`config.mk`:
```
export PLATFORM = sky130hd
export DESIGN_NAME = sccb_config_flat
export DESIGN_NICKNAME = d
export VERILOG_FILES = /design/src/rtl/sccb_config_if.sv /design/src/rtl/sccb_config.sv /design/src/flat_wrapper.sv
export SDC_FILE = /design/constraint.sdc
export NUM_CORES = 1
export LEC_CHECK = 0
export ABC_AREA = 0
export CAP_MARGIN = 25
export CORE_MARGIN = 1
export CORE_UTILIZATION = 25
export CTS_CLUSTER_DIAMETER = 100
export DETAILED_ROUTE_END_ITERATION = 7
export PLACE_DENSITY = 0.37
export SKIP_CTS_REPAIR_TIMING = 1
export SLEW_MARGIN = 0
export SYNTH_ARGS = -nofsm -noshare
export SYNTH_HDL_FRONTEND = slang
export SYNTH_SLANG_ARGS = --single-unit
```
`constraint.sdc`:
```
create_clock -name clk_24 -period 5.5 [get_ports clk_24]
set_input_delay 1.1 -clock clk_24 [delete_from_list [all_inputs] [get_ports clk_24]]
set_output_delay 1.1 -clock clk_24 [all_outputs]
set_load 0.01 [all_outputs]
```
`src/rtl/sccb_config_if.sv`:
```
// SCCB configuration master bus bundle: start request, SIOC/SIOD drive and status.
interface sccb_config_if;
   logic start;
   logic sioc;
   logic siod_out;
   logic siod_oe;
   logic busy;
   logic done;

   modport master (
      input  start,
      output sioc, siod_out, siod_oe, busy, done
   );

   modport slave (
      output start,
      input  sioc, siod_out, siod_oe, busy, done
   );
endinterface

```
`src/rtl/sccb_config.sv`:
```
// OV7670 register-configuration master: waits out sensor power-up, then writes a
// fixed 6-entry register table as SCCB 3-phase writes. Soft reset (entry 0) is
// followed by an extra settle delay. All bus outputs are registered.
module sccb_config #(
   parameter int         QDIV     = 60,
   parameter int         PWR_WAIT = 24000,
   parameter int         RST_WAIT = 24000,
   parameter logic [7:0] DEV_ADDR = 8'h42
) (
   input  logic          clk_24,
   input  logic          reset_n,
   sccb_config_if.master bus
);
   localparam int              NUM_REGS = 6;
   localparam int              WMAX     = (PWR_WAIT > RST_WAIT) ? PWR_WAIT : RST_WAIT;
   localparam int              WW       = $clog2(WMAX + 1);
   localparam logic [6:0]      TMAX     = 7'(QDIV - 1);
   localparam logic [WW-1:0]   PWR_LAST = WW'(PWR_WAIT - 1);
   localparam logic [WW-1:0]   RST_LAST = WW'(RST_WAIT - 1);
   localparam logic [2:0]      IDX_LAST = 3'(NUM_REGS - 1);

   typedef enum logic [2:0] {
      S_WAIT_PWR, S_START, S_BITS, S_STOP, S_GAP, S_RST_DLY, S_DONE
   } state_e;

   state_e        state_q, state_d;
   logic [6:0]    tcnt_q, tcnt_d;
   logic [1:0]    qph_q, qph_d;
   logic [4:0]    bit_q, bit_d;
   logic [2:0]    idx_q, idx_d;
   logic [WW-1:0] wait_q, wait_d;
   logic          sioc_q, sioc_d;
   logic          siod_q, siod_d;
   logic          oe_q, oe_d;
   logic          busy_q, busy_d;
   logic          done_q, done_d;

   logic          tick;
   logic          bus_st;
   logic [7:0]    sub_addr, sub_data;
   logic [26:0]   frame;
   logic [4:0]    bsel;
   logic          dc_bit;

   // Register table lookup for the entry currently being written
   always_comb begin
      sub_addr = 8'h00;
      sub_data = 8'h00;
      case (idx_q)
         3'd0:    begin sub_addr = 8'h12; sub_data = 8'h80; end // soft reset
         3'd1:    begin sub_addr = 8'h12; sub_data = 8'h00; end // YUV output
         3'd2:    begin sub_addr = 8'h11; sub_data = 8'h01; end // PCLK prescale /2
         3'd3:    begin sub_addr = 8'h0C; sub_data = 8'h00; end
         3'd4:    begin sub_addr = 8'h3A; sub_data = 8'h04; end // YUYV order
         3'd5:    begin sub_addr = 8'h40; sub_data = 8'hC0; end // full-range output
         default: begin sub_addr = 8'h00; sub_data = 8'h00; end
      endcase
   end

   // The three-phase frame, MSB first; the ninth bit of each phase is released
   assign frame  = {DEV_ADDR, 1'b1, sub_addr, 1'b1, sub_data, 1'b1};
   assign bsel   = 5'd26 - bit_q;
   assign dc_bit = (bit_q == 5'd8) || (bit_q == 5'd17) || (bit_q == 5'd26);
   assign tick   = (tcnt_q == TMAX);
   assign bus_st = state_q inside {S_START, S_BITS, S_STOP, S_GAP};

   // Next-state and bus-output logic; bus changes happen only on a tick
   always_comb begin
      state_d = state_q;
      tcnt_d  = '0;
      qph_d   = qph_q;
      bit_d   = bit_q;
      idx_d   = idx_q;
      wait_d  = wait_q;
      sioc_d  = sioc_q;
      siod_d  = siod_q;
      oe_d    = oe_q;

      // Quarter-bit timebase only runs while on the bus, so every transaction
      // starts phase-aligned and lasts exactly 118 ticks.
      if (bus_st) tcnt_d = tick ? 7'd0 : tcnt_q + 7'd1;

      case (state_q)
         S_WAIT_PWR: begin
            if (wait_q == PWR_LAST) begin
               wait_d  = '0;
               qph_d   = 2'd0;
               state_d = S_START;
            end else begin
               wait_d = wait_q + 1'b1;
            end
         end
         S_START: begin
            if (tick) begin
               if (qph_q == 2'd0) begin
                  siod_d = 1'b0;             // start: SIOD falls with SIOC high
                  qph_d  = 2'd1;
               end else begin
                  sioc_d  = 1'b0;
                  qph_d   = 2'd0;
                  bit_d   = 5'd0;
                  state_d = S_BITS;
               end
            end
         end
         S_BITS: begin
            if (tick) begin
               qph_d = qph_q + 2'd1;
               case (qph_q)
                  2'd0: begin
                     sioc_d = 1'b0;
                     siod_d = dc_bit ? 1'b1 : frame[bsel];
                     oe_d   = ~dc_bit;
                  end
                  2'd1: sioc_d = 1'b1;
                  2'd2: ;                    // hold data past the SIOC rise
                  default: begin
                     sioc_d = 1'b0;
                     if (bit_q == 5'd26) state_d = S_STOP;
                     else                bit_d   = bit_q + 5'd1;
                  end
               endcase
            end
         end
         S_STOP: begin
            if (tick) begin
               qph_d = qph_q + 2'd1;
               case (qph_q)
                  2'd0: begin siod_d = 1'b0; oe_d = 1'b1; end
                  2'd1: sioc_d = 1'b1;
                  2'd2: siod_d = 1'b1;       // stop: SIOD rises with SIOC high
                  default: state_d = S_GAP;
               endcase
            end
         end
         S_GAP: begin
            if (tick) begin
               qph_d = qph_q + 2'd1;
               if (qph_q == 2'd3) begin
                  if (idx_q == IDX_LAST) begin
                     state_d = S_DONE;
                  end else begin
                     idx_d   = idx_q + 3'd1;
                     wait_d  = '0;
                     state_d = (idx_q == 3'd0) ? S_RST_DLY : S_START;
                  end
               end
            end
         end
         S_RST_DLY: begin
            if (wait_q == RST_LAST) begin
               wait_d  = '0;
               qph_d   = 2'd0;
               state_d = S_START;
            end else begin
               wait_d = wait_q + 1'b1;
            end
         end
         S_DONE: begin
            if (bus.start) begin
               idx_d   = 3'd0;
               qph_d   = 2'd0;
               state_d = S_START;
            end
         end
         default: state_d = S_WAIT_PWR;
      endcase

      busy_d = (state_d != S_DONE);
      done_d = (state_d == S_DONE);
   end

   // State and output registers; reset aborts any transaction immediately
   always_ff @(posedge clk_24 or negedge reset_n) begin
      if (!reset_n) begin
         state_q <= S_WAIT_PWR;
         tcnt_q  <= '0;
         qph_q   <= '0;
         bit_q   <= '0;
         idx_q   <= '0;
         wait_q  <= '0;
         sioc_q  <= 1'b1;
         siod_q  <= 1'b1;
         oe_q    <= 1'b1;
         busy_q  <= 1'b1;
         done_q  <= 1'b0;
      end else begin
         state_q <= state_d;
         tcnt_q  <= tcnt_d;
         qph_q   <= qph_d;
         bit_q   <= bit_d;
         idx_q   <= idx_d;
         wait_q  <= wait_d;
         sioc_q  <= sioc_d;
         siod_q  <= siod_d;
         oe_q    <= oe_d;
         busy_q  <= busy_d;
         done_q  <= done_d;
      end
   end

   assign bus.sioc     = sioc_q;
   assign bus.siod_out = siod_q;
   assign bus.siod_oe  = oe_q;
   assign bus.busy     = busy_q;
   assign bus.done     = done_q;
endmodule

```
`src/flat_wrapper.sv`:
```
// flat-port wrapper written by rule: the top's interface ports become plain ports
module sccb_config_flat 
#(
   parameter int         QDIV     = 60,
   parameter int         PWR_WAIT = 24000,
   parameter int         RST_WAIT = 24000,
   parameter logic [7:0] DEV_ADDR = 8'h42
)
  (clk_24, reset_n, bus_start, bus_sioc, bus_siod_out, bus_siod_oe, bus_busy, bus_done);
  sccb_config_if bus_i ();
  input  logic clk_24;
  input  logic reset_n;
  input wire logic [$bits(bus_i.start)-1:0] bus_start;
  output wire logic [$bits(bus_i.sioc)-1:0] bus_sioc;
  output wire logic [$bits(bus_i.siod_out)-1:0] bus_siod_out;
  output wire logic [$bits(bus_i.siod_oe)-1:0] bus_siod_oe;
  output wire logic [$bits(bus_i.busy)-1:0] bus_busy;
  output wire logic [$bits(bus_i.done)-1:0] bus_done;
  assign bus_i.start = bus_start;
  assign bus_sioc = bus_i.sioc;
  assign bus_siod_out = bus_i.siod_out;
  assign bus_siod_oe = bus_i.siod_oe;
  assign bus_busy = bus_i.busy;
  assign bus_done = bus_i.done;
  sccb_config #(.QDIV(QDIV), .PWR_WAIT(PWR_WAIT), .RST_WAIT(RST_WAIT), .DEV_ADDR(DEV_ADDR)) u_core (.clk_24(clk_24), .reset_n(reset_n), .bus(bus_i));
endmodule
```
# After elaboration in Yosys (flattened, before gate mapping)
# Index checks and enable logic that the tools add are counted.
[word_totals]
regBits = 40
latch_bits = 0
mem_bits_rw = 0
rom_bits = 0
inputBits = 3
out_inout_bits = 5
elab_cells = 143
n_memories = 0
[classes]
n_addsub = 6
mul = 0
div = 0
magnitude_cmp = 1
n_eq_ne = 39
n_shift = 0
muxes = 62
n_bitwise = 1
reduce_logical = 23
[op_table]
columns = ["cell", "count"]
rows = [
  ["$mux W15", 4],
  ["$mux W3", 17],
  ["$pmux W7 S5", 1],
  ["$pmux W8 S4", 1],
  ["$pmux W15 S2", 1],
  ["$mux W5", 5],
  ["$ne A2 B2 Y1 const B", 11],
  ["$eq A3 B3 Y1 const B", 6],
  ["$pmux W3 S6", 1],
  ["$mux W1", 17],
  ["$add A15 B1 Y15 const B", 1],
  ["$eq A15 B15 Y1 const B", 1],
  ["$reduce_and A5 Y1", 3],
  ["$mux W7", 2],
  ["$reduce_and A7 Y1", 2],
  ["$eq A3 B2 Y1 const B", 4],
  ["$ne A2 B1 Y1 const B", 6],
  ["$eq A5 B5 Y1 const B", 2],
  ["$pmux W5 S2", 1],
  ["$mux W2", 4],
  ["$pmux W2 S4", 1],
  ["$reduce_bool A2 Y1", 4],
  ["$reduce_bool A4 Y1", 2],
  ["$add A7 B1 Y7 const B", 1],
  ["other kinds (24)", 34],
]

# Longest topological paths before layout
# Gate-level depths: netlist (run 1).
[depth]
word_depth = 9
depth_mapped = 9
ltp_nobuf = 7

# Worst setup path after synthesis (run 1)
# No wires, ideal clock.
[synth_path]
kind = "register to register"
from = "register u_core.bit_q[0]"
to = "register u_core.siod_q (netlist: u_core.bus.siod_out)"
setup_time_ps = 62
arrival_ps = 2254
setup_slack_ps = 3184
path_stages_with_launch = 10
n_path_buf = 2
synth_period_minus_slack_ps = 2316
cell_sequence = "dfrtp_1 -> clkbuf_1 -> inv_1 -> ha_1 -> clkbuf_1 -> nand4b_1 -> mux2_1 -> a221o_1 -> o311ai_1 -> a311o_1"
[synth_between]
elab_chain_len = 7
word_cells_on_any_way = 12
cone_classes = "1 x add/sub; 3 x eq/ne; 6 x mux; 2 x reduce/logical"
[synth_rtl]
columns = ["element", "line", "text"]
rows = [
  ["start: declaration", "sccb_config.sv:29", "logic [4:0] bit_q, bit_d;"],
  ["start signal: assignment", "sccb_config.sv:191", "bit_q <= bit_d;"],
  ["$sub A5 B5 Y5 (tied with other cells)", "sccb_config.sv:62", "assign bsel = 5'd26 - bit_q;"],
  ["$bmux W1 S5 / $logic_or A1 B1 Y1 (equally long branches)", "sccb_config.sv:112, sccb_config.sv:63", ""],
  ["$mux W1 (not written as such) / $logic_or A1 B1 Y1 (equally long branches)", "sccb_config.sv:112, sccb_config.sv:63", ""],
  ["$mux W1 *", "sccb_config.sv:112", "siod_d = dc_bit ? 1'b1 : frame[bsel];"],
  ["$mux W1 *", "sccb_config.sv:109", "case (qph_q)"],
  ["$mux W1 *", "sccb_config.sv:107", "if (tick) begin"],
  ["$pmux W1 S3 *", "sccb_config.sv:83", "case (state_q)"],
  ["end signal: assignment", "sccb_config.sv:195", "siod_q <= siod_d;"],
  ["end: declaration", "sccb_config.sv:33", "logic siod_q, siod_d;"],
]
# Mark *: on every way between the ends. The rest lies on a longest branch, timed or not. The select of a mux whose other input is x is not followed.
# A chain may end at the register's enable or synchronous reset.

# Worst setup path in the final report (run 1)
[layout_path]
from = "register u_core.oe_q (netlist: u_core.bus.siod_oe)"
to = "output bus_siod_oe"
[layout_rtl]
columns = ["element", "line", "text"]
rows = [
  ["start: declaration", "sccb_config.sv:34", "logic oe_q, oe_d;"],
  ["start signal: assignment", "sccb_config.sv:184", "oe_q <= 1'b1;"],
  ["start signal: assignment", "sccb_config.sv:196", "oe_q <= oe_d;"],
  ["end: declaration", "flat_wrapper.sv:16", "output wire logic [$bits(bus_i.siod_oe)-1:0] bus_siod_oe;"],
]
# No word-level cell between the ends.

==> metrics list, run 1 <==
- After routing, the total negative slack on setup checks comes to 0 ns.
- The first global-routing pass estimated 11,200 um of wire.
- Yosys attributes the largest share of cell area to dfrtp_1 32%, ha_1 7.2%, nand2_1 4.1%.
* Drt pass-1 iters: 4
- The initial antenna violation count was 0.
- I/O pin cnt: 8
* Routability congestion estimate: 0.723
- Area after DPL: slightly below 0.003 mm2
- Setup repair after global routing left no endpoint under its margin.
* Final wirelength: between 6000 and 7000 um
- Final clock period utilization by the worst path: 45.0%
- The worst-case IR drop observed on VDD is 96.6 uV.
- After layout, the minimum clock period comes to 2.48 ns.
- Post-layout nets: 328
- Counting flops with a built-in enable in the synthesized netlist gives 0.
- For this run, the share of the core covered by cells in the final layout is 28.2%.
- Post-Synthesis Cells: around 310
* Total leakage power: 1.19 nW
- Setup-violating endpoint count in the final report: 0
* Slew at the pin closest to its max-slew limit: 0.711 ns
* Critical path launch point type: register
* Max capacitance violation total: 0
* Endpoint required time on the critical path: 4.40 ns
- Crit. End Element: primary output
- Placement row count: 38
- Drt drc: 0
- The root buffer cell chosen for the clock tree is clkbuf_8.
- Power after layout: 0.562 mW
* Kind of critical path: register to primary output
* Critical register-to-register path startpoint: u_core.bit_q[0]
- Number of I/O port buffers: 7
* Ordered list of cells on the worst path: clkdlybuf4s50_1
- Of the post-synthesis cell area, the dominant cell type holds around a third.
- Number of filler instances in the final layout: approximately 1,200
* Global route overflow: 0
- Delay contributed by the slowest stage of the critical path: 0.54 ns
- Entering global routing, the biggest net connects 41 pins.
- Across every metal layer, demand over resource in global routing totals 12.3%.
* Max clock buf depth: 2
- End point of the worst hold path: u_core.bus.sioc
- Wirelength per Cell: around 14 um
- WP buf/inv: 1
* Worst min path class: register to register
* Worst hold stages: 2
* Die extent in x: 107 um
- Vias in the first global route: ~2,100
- Iteration-0 DRC count of the detailed router: 98
- Worst clock skew: 0.00808 ns
- Fin. Hold Viols: 0
- Clock-pin slew was measured on the worst setup and hold paths at approximately 0.09 ns.
* Die Y: ~110 um
* Status: completed
* Floorplan die area: 0.0115 mm2
- Yosys printed 0 warnings.
- Top_reg_cell synth: dfrtp_1
* Synth async-reset ratio: 100%
- Fraction of layout cells with a size suffix above 1: 9.35%
* Maximum fanout count along the critical path: 2
- Clock tree synthesis found a total of 40 sinks.
- Total nets after synthesis: 331
* Total via count in the routed design: roughly 2,200
* Post-synthesis instance area: roughly 0.0028 mm2
- TritonCTS built the clock tree.
- For this run, the top clock speed supported by timing is 404 MHz.
- The number of pins with negative max-slew slack in the final report is 0.
* Area growth, synth to finish: 10.1%
- Max-slew headroom: 52.2%
- Of all cell types, the one taking the most synthesized area is dfrtp_1.
- Standard cell with the maximum stage delay on the critical path: dfstp_2
- Data arrival time at the worst-slack endpoint: 1.38 ns
* Antenna Violating Nets Remaining: 0
- Synth cell types: 62
* Most common cell in the netlist: dfrtp_1
- Post-route design area: ~0.003 mm2
* Max H-tree Level: 2
- The region available for standard cell placement spans 0.0108 mm2.
- The kind of cell with the highest combined delay along the critical path is flip-flops.
- In the final layout, the multi-input gates occupy 0.00163 mm2.
- Total area of sequential cells: 0.00101 mm2
- The later pin in the worst-skew pair is clocked with a latency of about 0.30 ns.
- The endpoint identified for the worst register-to-register timing path is u_core.bus.siod_out.
- For this configuration, the core starts out at a cell density of 25.6%.
- Inserted Clock Buffers: 5
- Pwr per Cell Area: 184 mW/mm2
- The startpoint identified for the worst hold timing path is u_core.bus.sioc.
- Top cell types by occurrence after synthesis: 36 x dfrtp_1, 30 x nand2_1, 26 x nor2_1
- HPWL after detailed placement: 4660 um
* Number of diodes added for antenna fixing: 0
- Register-to-register setup slack: 3.04 ns
- Avg Inst Size Synth: 8.89 um2
- Portion of the post-synthesis area used by sequential elements: 36.3%
- Via/cell ratio: 4.90
- Final-layout worst hold slack: 0.496 ns
- Number of cell instances on the worst register-to-register path: 7
- Register bit total from synthesis: 40
==> placed cells by master (no fill, tap or decap), types with 2 or more instances in the layout <==
cell             Yosys  layout
a31oi_1              3       3
nand3_2              2       2
inv_1               13      13
or3_1                3       3
a21o_1               3       3
a22o_1               5       5
nor3_1              10      10
nand3_1             14      14
nor4_1               2       2
clkbuf_8             0       5
a32oi_1              2       2
clkdlybuf4s50_1      0       6
o31ai_1              6       6
mux2_4               2       2
mux2i_1             10      10
dfrtp_1             36      36
o21ai_1              3       3
nor2_1              26      26
o31a_1               2       2
a21oi_1             17      17
xnor2_1              6       6
or2_2                2       2
nand2b_1             5       5
nor2b_1              6       6
nand4b_1             3       3
xor2_1               7       7
o21ai_0             17      17
dfstp_2              4       4
nand2_1             30      30
ha_1                16      16
o21bai_1             3       3
and3_1               4       4
mux2_2               2       2
nand4_1              3       3
and2_1               4       4
==> metal layers <==
metal	track usage, %	share of wire, %	up-vias
met4	4.11	1.3	0
met5	0	0	-
met2	19.0	46	30
met3	2.06	2.9	8
met1	17.4	50	1063
li1	-	-	1102
==> tightest hold or removal path, delay by kind of cell, from the launching register on <==
kind,cells,cell delay [ns]
flip-flops,1,0.38
AO/OA/AOI/OAI,2,0.12
==> final cells by class <==
type | instances | area share [%]
Clock buffer | 5 | 2.25
Clock inverter | 3 | 1.52
Inverter | 13 | 1.60
Multi-Input combinational cell | 241 | 53.2
Sequential cell | 40 | 32.9
Tap cell | 140 | 5.73
Timing Repair Buffer | 8 | 2.78
==> logic make-up after synthesis <==
| family | after synthesis | synth area share (%) |
|---|---|---|
| AND/OR/NAND/NOR | 121 | 22.5 |
| AO/OA/AOI/OAI | 75 | 18.3 |
| flip-flops | 40 | 36.3 |
| buffers and inverters | 31 | 5.14 |
| adder cells (fa/ha/maj) | 16 | 7.22 |
| multiplexers | 15 | 5.91 |
| XOR/XNOR | 14 | 4.69 |
==> per-stage QoR <==
| step | setup slack (ns) | cells |
|---|---|---|
| after global placement | 3.03 | 441 |
| after global routing | 2.77 | 450 |
| after detailed placement | 3.02 | 441 |
| final | 3.02 | 450 |
| after CTS | 2.98 | 449 |
| after floorplan | 3.18 | 312 |
==> report_power, final <==
group / leakage, nW / internal [mW] / total (mW) / switching (mW)
Sequential: 0.519 / 0.294 / 0.294 / 0
Combinational: 0.621 / 0.00232 / 0.00894 / 0.00662
Clock: 0.0548 / 0.137 / 0.259 / 0.122
==> sequential cells by signal, indices dropped and copies added (netlist names), 2 cells and up <==
name,cells
u_core.tcnt_q,7
u_core.wait_q,15
u_core.state_q,3
u_core.bit_q,5
u_core.idx_q,3
u_core.qph_q,2
==> worst max path at each step <==
stage / start / end / slack (ns) / cells past startpoint
2_1_floorplan: u_core.bit_q[0] / u_core.bus.siod_out / 3.18 / 9
3_3_place_gp: u_core.bit_q[0] / u_core.bus.siod_out / 3.03 / 7
3_5_place_dp: u_core.bit_q[0] / u_core.bus.siod_out / 3.02 / 7
4_1_cts: u_core.bit_q[0] / u_core.bus.siod_out / 2.98 / 7
5_1_grt: u_core.bit_q[0] / u_core.bus.siod_out / 2.77 / 7
6_report: u_core.bus.siod_oe / bus_siod_oe / 3.02 / 1
Note: power is estimated with default switching activity, not from simulation.
==> run 2, diff against run 1 <==
--- a/config.mk
+++ b/config.mk
@@ -11,7 +11,7 @@
 export CORE_UTILIZATION = 25
 export CTS_CLUSTER_DIAMETER = 100
 export DETAILED_ROUTE_END_ITERATION = 7
-export PLACE_DENSITY = 0.37
+export PLACE_DENSITY = 0.38
 export SKIP_CTS_REPAIR_TIMING = 1
 export SLEW_MARGIN = 0
 export SYNTH_ARGS = -nofsm -noshare
==> constraint.sdc (replaced) <==
create_clock -name clk_24 -period 2.18 [get_ports clk_24]
set_input_delay 0.436 -clock clk_24 [delete_from_list [all_inputs] [get_ports clk_24]]
set_output_delay 0.436 -clock clk_24 [all_outputs]
set_load 0.01 [all_outputs]
==> run 2 against run 1 <==
Net effect:
- largest power group unchanged
- design area increased by 6.5%
- critical path depth increased by 5
- global-route usage increased by 0.33 points
- sequential cell count unchanged
- routed wire length increased by 3.4%
- non-clock buffer count increased by 24
- critical endpoint is now u_core.bus.siod_out
- final cell count increased by 5.3%
==> metrics list, run 2 (synthesized netlist as in run 1, its figures left out) <==
- Crit path to: u_core.bus.siod_out
* Maximum fanout count along the critical path: 6 (+4)
* Max H-tree Level: 2 (unchanged)
- The worst setup slack for register-to-register paths was 0.12 ns (-2.92 ns).
* Standard cell with the maximum stage delay on the critical path: or4_1
- Final wirelength: 6720 um (+3.4%)
- The I/O pin total is 8 (unchanged).
- Antenna Violating Nets Remaining: 0 (unchanged)
* HPWL after detailed placement: 4900 um (+5.2%)
- The worst hold slack after final layout was 0.0974 ns (-0.399 ns).
* Fraction of layout cells with a size suffix above 1: 17.7% (+8.3 points)
- The critical path's largest stage delay was 0.55 ns (about the same).
- The area of the multi-input gates is 0.00164 mm2 (+0.62%).
* Total core area: 0.0108 mm2 (unchanged)
* Fin. Hold Viols: 0 (unchanged)
* Total leakage power: 1.32 nW (+10%)
- Final clock period utilization by the worst path: 94.5%
- The routed wire length on met2 was 3080 um (+2.5%).
- Critical path launch point type: register
- The total area of sequential cells came to 0.00101 mm2 (+0.25%).
* TritonCTS clock tree: built
* Largest registers ranked by flip-flop count: u_core.wait_q x15, u_core.tcnt_q x7, u_core.bit_q x5
* Setup tns final: 0 ns (unchanged)
* Iteration-0 DRC count of the detailed router: 137 (+40%)
* Top reg by flops: u_core.wait_q
- Clock Sink Count: 40 (unchanged)
- Die extent in x: 107 um (unchanged)
- Status: completed
- Final Max Tran Viols: 0 (unchanged)
* Number of antenna violations at the first check in global routing: 0 (unchanged)
- Met3 wire length: 139 um (-27%)
- The maximum number of pins on one net before global-route repair came to 41 (unchanged).
* DRT met1 WL: 3440 um (+6.7%)
- The wire length per cell after detailed routing was 14.2 um (-1.8%).
- The height of the die was 107 um (unchanged).
- The depth of the most critical reg-to-reg path was 6 (-1).
* Max-slew headroom: 63.5% (+11 points)
* Pwr per Cell Area: 441 mW/mm2 (+140%)
- The number of detailed-routing iterations run before antenna repair came to 4 (unchanged).
- Slew at the pin closest to its max-slew limit: 0.542 ns (-0.169 ns)
- The die outline area came to 0.0115 mm2 (unchanged).
* Area growth, synth to finish: 17.3%
* Post-layout nets: 352 (+7.3%)
- Data arrival time at the worst-slack endpoint: 2.28 ns (+0.90 ns)
- Drt drc: 0 (unchanged)
- For this run, the top clock speed supported by timing is 486 MHz.
- The worst setup path is captured at a register.
- Most common cell after layout, fill and taps aside: dfrtp_1
* Reg2reg end: u_core.bus.siod_out
* Starting density of the core: 25.6% (unchanged)
- The worst path needs 2.06 ns of the cycle, external delays included.
* Vias in the first global route: 2,189 (+3.0%)
* Setup-violating endpoint count in the final report: 0 (unchanged)
- The max-capacitance violation count is 0 (unchanged).
- Via/cell ratio: 4.90 (about the same)
- The clock-pin slew reported for the worst setup and hold paths after clock tree synthesis was 0.08 ns (about the same).
- Global router's overall resource usage: 12.6% (+0.33 points)
- CP startpoint: u_core.idx_q[0]
- The antenna diode instance count is 0 (unchanged).
* Flip-flop count of the largest register after layout: 15 (unchanged)
- Clock tree synthesis selected as its root buffer the cell clkbuf_8.
- The cell family contributing the most delay on the critical path is compound AO/OA/AOI/OAI gates.
* Maximum resistive drop on vdd: 218 uV (+130%)
* Number of I/O port buffers: 7 (unchanged)
* Commonest non-fill, non-tap cells in the layout: 34 x dfrtp_1, 29 x nand2_1, 26 x nor2_1
- RSZ-0062 raised after global routing: no
- In this run the critical register-to-register path is launched from u_core.idx_q[0].
- The routability congestion estimate from global placement was 0.720 (-0.36%).
- The worst clock skew on the final layout came to 0.0118 ns (+0.00376 ns).
* WP buf/inv: 0 (-1)
- The critical path goes through ha_1 > ha_1 > or4_1 > a21oi_2 > o311ai_1 > a311o_1.
- The number of rows created at floorplan is 38 (unchanged).
- Wire length of the first global-routing pass: 11,400 um (+2.3%)
* Number of filler instances in the final layout: 1,171 (-0.51%)
- The number of clock buffers inserted by TritonCTS is 5 (unchanged).
- Total stage count of the critical path: 6 (+5)
- Global route overflow: 0 (unchanged)
- In this design, the critical path's most frequently occurring cell is ha_1.
* Endpoint required time on the critical path: 2.40 ns (-2.00 ns)
* Worst min path class: primary input to asynchronous set/reset pin
- The detailed router used layers up to and including met4.
* Max clock buf depth: 2 (unchanged)
- Clock latency on the worst-skew pair: 0.30 ns (about the same)
- Total via count in the routed design: 2,321 (+5.4%)
- The worst setup path is of the register to register kind.
[run 2: power breakdown]
group	internal (mW)	total (mW)	leakage (nW)	switching (mW)
Clock	0.375	0.669	0.0614	0.294
Combinational	0.00602	0.0232	0.739	0.0172
Sequential	0.742	0.742	0.516	0
Total	1.12	1.43	1.32	0.311
[run 2: worst reg2reg max path, delay by kind of cell, from the launching register on]
family          cells  cell delay [ns]
simple gates        1             0.55
fa+ha+maj           2             0.43
flops               1             0.45
compound gates      3             0.56
[run 2: cell type report]
class,count,share of cell area [%]
well taps,140,5.38
clock buffers,6,2.54
repair buffers,32,8.15
clock inverters,2,1.19
inverters,13,1.50
multi-input cells,241,50.2
flip-flops and latches,40,31.0
[run 2: worst min path at each step]
stage / from / endpoint / cells past startpoint
after floorplan: reset_n / u_core.bit_q[0] / 0
after global placement: reset_n / u_core.idx_q[1] / 2
after detailed placement: reset_n / u_core.idx_q[1] / 2
after CTS: reset_n / u_core.wait_q[8] / 2
after global routing: reset_n / u_core.wait_q[7] / 2
final: reset_n / u_core.idx_q[1] / 2
[run 2: metrics by stage]
| step | util, % | worst slack (ns) | power [mW] | std cells | instance area, um2 |
|---|---|---|---|---|---|
| after floorplan | - | 0.0161 | 0.756 | 312 | 2780 |
| after global placement | 28.8 | 0.103 | 0.781 | 466 | 3120 |
| after detailed placement | 28.8 | 0.0740 | 0.781 | 466 | 3120 |
| after CTS | 29.9 | 0.0572 | 1.47 | 474 | 3240 |
| after global routing | 30.0 | 0.00451 | 1.49 | 474 | 3250 |
| final | 30.0 | 0.121 | 1.43 | 474 | 3250 |
[run 2: layer usage]
metal	up-vias	global-route usage (%)
li1	1151	-
met1	1137	17.6
met2	28	20.0
met3	5	2.36
met4	0	3.23
met5	-	0
==> run 3, diff against run 2 <==
--- a/config.mk
+++ b/config.mk
@@ -11,7 +11,7 @@
 export CORE_UTILIZATION = 25
 export CTS_CLUSTER_DIAMETER = 100
 export DETAILED_ROUTE_END_ITERATION = 7
-export PLACE_DENSITY = 0.38
+export PLACE_DENSITY = 0.41
 export SKIP_CTS_REPAIR_TIMING = 1
 export SLEW_MARGIN = 0
 export SYNTH_ARGS = -nofsm -noshare
==> run 3 against run 2 <==
Net effect:
- global-route usage rose by 0.11 points
- design area shrank 0.69%
- largest power group unchanged
- routed wire length shrank 1.4%
- via count fell by 2.4%
- worst setup slack got worse by 0.019 ns
- die area stayed put
- final cell count is the same
- non-clock buffer count unchanged
- clock skew is 0.0053 ns higher
==> metrics list, run 3 (synthesized netlist as in run 1, its figures left out) <==
- Status: completed
* Drt drc: 0 (unchanged)
- Final-layout worst hold slack: 0.0513 ns (-0.0461 ns)
- Data arrival time at the worst-slack endpoint: 2.27 ns (about the same)
- Total via count in the routed design: 2,265 (-2.4%)
* Max-slew headroom: 64.3% (+0.78 points)
- Total core area: 0.0108 mm2 (unchanged)
* HPWL after detailed placement: 4980 um (+1.7%)
- Die extent in x: 107 um (unchanged)
- Global router's overall resource usage: 12.8% (+0.11 points)
- Met2 global-route usage: 21.3% (+1.3 points)
* Maximum resistive drop on vdd: 305 uV (+40%)
* Crit. End Element: register
- The clock latency on the worst-skew pair came to 0.31 ns (about the same).
- Max capacitance violation total: 0 (unchanged)
- Inserted Clock Buffers: 5 (unchanged)
- Clock-pin slew on the worst setup and hold paths: 0.10 ns (+0.02 ns)
- GR met1 Demand/Resource: 17.0% (-0.64 points)
* Setup-violating endpoint count in the final report: 0 (unchanged)
- The final period utilization came to 95.3% (+0.85 points).
- Antenna Violating Nets Remaining: 0 (unchanged)
* Commonest non-fill, non-tap cells in the layout: 36 x dfrtp_1, 29 x nand2_1, 26 x nor2_1
* Maximum fanout count along the critical path: 4 (-2)
- The critical path is of the register to register type.
* Worst min path class: primary input to asynchronous set/reset pin
- The routability congestion estimate from global placement is 0.817 (+14%).
- The antenna diode instance count came to 0 (unchanged).
- Number of placed cells counting well taps: 465 (-0.21%)
- Max H-tree Level: 2 (unchanged)
* Largest registers ranked by flip-flop count: u_core.wait_q x15, u_core.tcnt_q x7, u_core.bit_q x5
- The I/O pin total was 8 (unchanged).
* Vias in the first global route: 2,264 (+3.4%)
* Wire length of the first global-routing pass: 11,400 um (-0.24%)
- Pwr per Cell Area: 437 mW/mm2 (-0.89%)
* Final Critical Period: 2.08 ns (+0.0185 ns)
- Master cell of the clock root buffer: clkbuf_8
* Post-layout nets: 352 (unchanged)
* Highest attainable clock frequency: 481 MHz (-0.89%)
- Max clock buf depth: 2 (unchanged)
* RSZ-0062 raised after global routing: no
- Critical path launch point type: register
- Iteration-0 DRC count of the detailed router: 76 (-45%)
- Most common cell after layout, fill and taps aside: dfrtp_1
- The share of cells above drive strength 1 is 17.1% (-0.60 points).
- The initial antenna violation count came to 0 (unchanged).
- Delay contributed by the slowest stage of the critical path: 0.39 ns (-0.16 ns)
- Ordered list of cells on the worst path: ha_1 > and4b_2 > nand3_2 > or3_4 > a21oi_4 > mux2_4
- Final Max Tran Viols: 0 (unchanged)
- Wirelength per Cell: 14.0 um (-1.4%)
- The flip-flop count of the largest register after layout is 15 (unchanged).
* TritonCTS clock tree: built
* Setup tns final: 0 ns (unchanged)
- The required time of the worst setup path was 2.38 ns (-0.02 ns).
* Placement row count: 38 (unchanged)
- The leakage power total is 1.31 nW (-0.16%).
* Top reg by flops: u_core.wait_q
* Drt pass-1 iters: 4 (unchanged)
* Number of I/O port buffers: 7 (unchanged)
- The height of the die came to 107 um (unchanged).
- The post-route non-filler standard cell count is 474 (unchanged).
- Via/cell ratio: 4.78 (-2.4%)
- The number of sinks driven by the clock tree was 40 (unchanged).
* Most used routing layer: met2
- Slew at the pin closest to its max-slew limit: 0.531 ns (-0.0115 ns)
* Final wirelength: 6630 um (-1.4%)
- The worst clock skew on the final layout was 0.0172 ns (+0.00534 ns).
* Met3 Use GR: 2.00% (-0.36 points)
- Among all stages on the critical path, the largest delay is contributed by dfrtp_1.
- The total power came to 1.41 mW (-1.6%).
* Area growth, synth to finish: 16.5%
* Global route overflow: 0 (unchanged)
- The die outline area is 0.0115 mm2 (unchanged).
* Starting density of the core: 25.6% (unchanged)
* Fin. Hold Viols: 0 (unchanged)
- The maximum number of pins on one net before global-route repair came to 19 (-54%).
-- run 3: path summary, 6_finish.rpt --
check                                 startpoint                   to  cells after the start  slack [ns]
worst max-delay path            u_core.tcnt_q[0]      u_core.idx_q[0]                      6        0.10
worst min-delay path                     reset_n      u_core.bus.done                      1        0.05
worst min register to register   u_core.bus.sioc      u_core.bus.sioc                      2        0.49
min in group clk_24              u_core.bus.sioc      u_core.bus.sioc                      2        0.49
worst max register to register  u_core.tcnt_q[0]      u_core.idx_q[0]                      6        0.10
max in group asynchronous                reset_n  u_core.bus.siod_out                      2        1.52
-- run 3: report_power, final --
part / internal (mW) / total, mW / switching, mW
Combinational: 0.00458 / 0.0218 / 0.0173
Sequential: 0.742 / 0.742 / 0
Clock: 0.345 / 0.648 / 0.303
-- run 3: metrics by stage --
| step | instance area [um2] | utilization, % | setup slack (ns) |
|---|---|---|---|
| after floorplan | 2780 | - | 0.0161 |
| after global placement | 3100 | 28.6 | 0.144 |
| after detailed placement | 3100 | 28.6 | 0.0964 |
| after CTS | 3220 | 29.7 | 0.0891 |
| after global routing | 3230 | 29.8 | 0.00128 |
| final | 3230 | 29.8 | 0.102 |
-- run 3: area by class of cell --
type,count,area [um2]
clock inverter,3,47.5
multi-input combinational,241,1630
clock buffer,5,68.8
tap,140,175
fill,1141,7610
sequential,40,1010
timing repair buffer,32,253
inverter,13,48.8
-- run 3: layer usage --
| metal | share of wire, % | routed length, um |
|---|---|---|
| met5 | 0 | 0 |
| met4 | 0.98 | 65 |
| met3 | 2.2 | 148 |
| met2 | 46 | 3060 |
| met1 | 51 | 3350 |
-- run 3: critical path, delay by kind of cell, from the launching register on --
family / cells / cell delay [ns]
muxes: 1 / 0.32
AOI/OAI and AO/OA: 1 / 0.23
DFF: 1 / 0.39
and+or+nand+nor: 3 / 0.79
adders and majority gates: 1 / 0.24
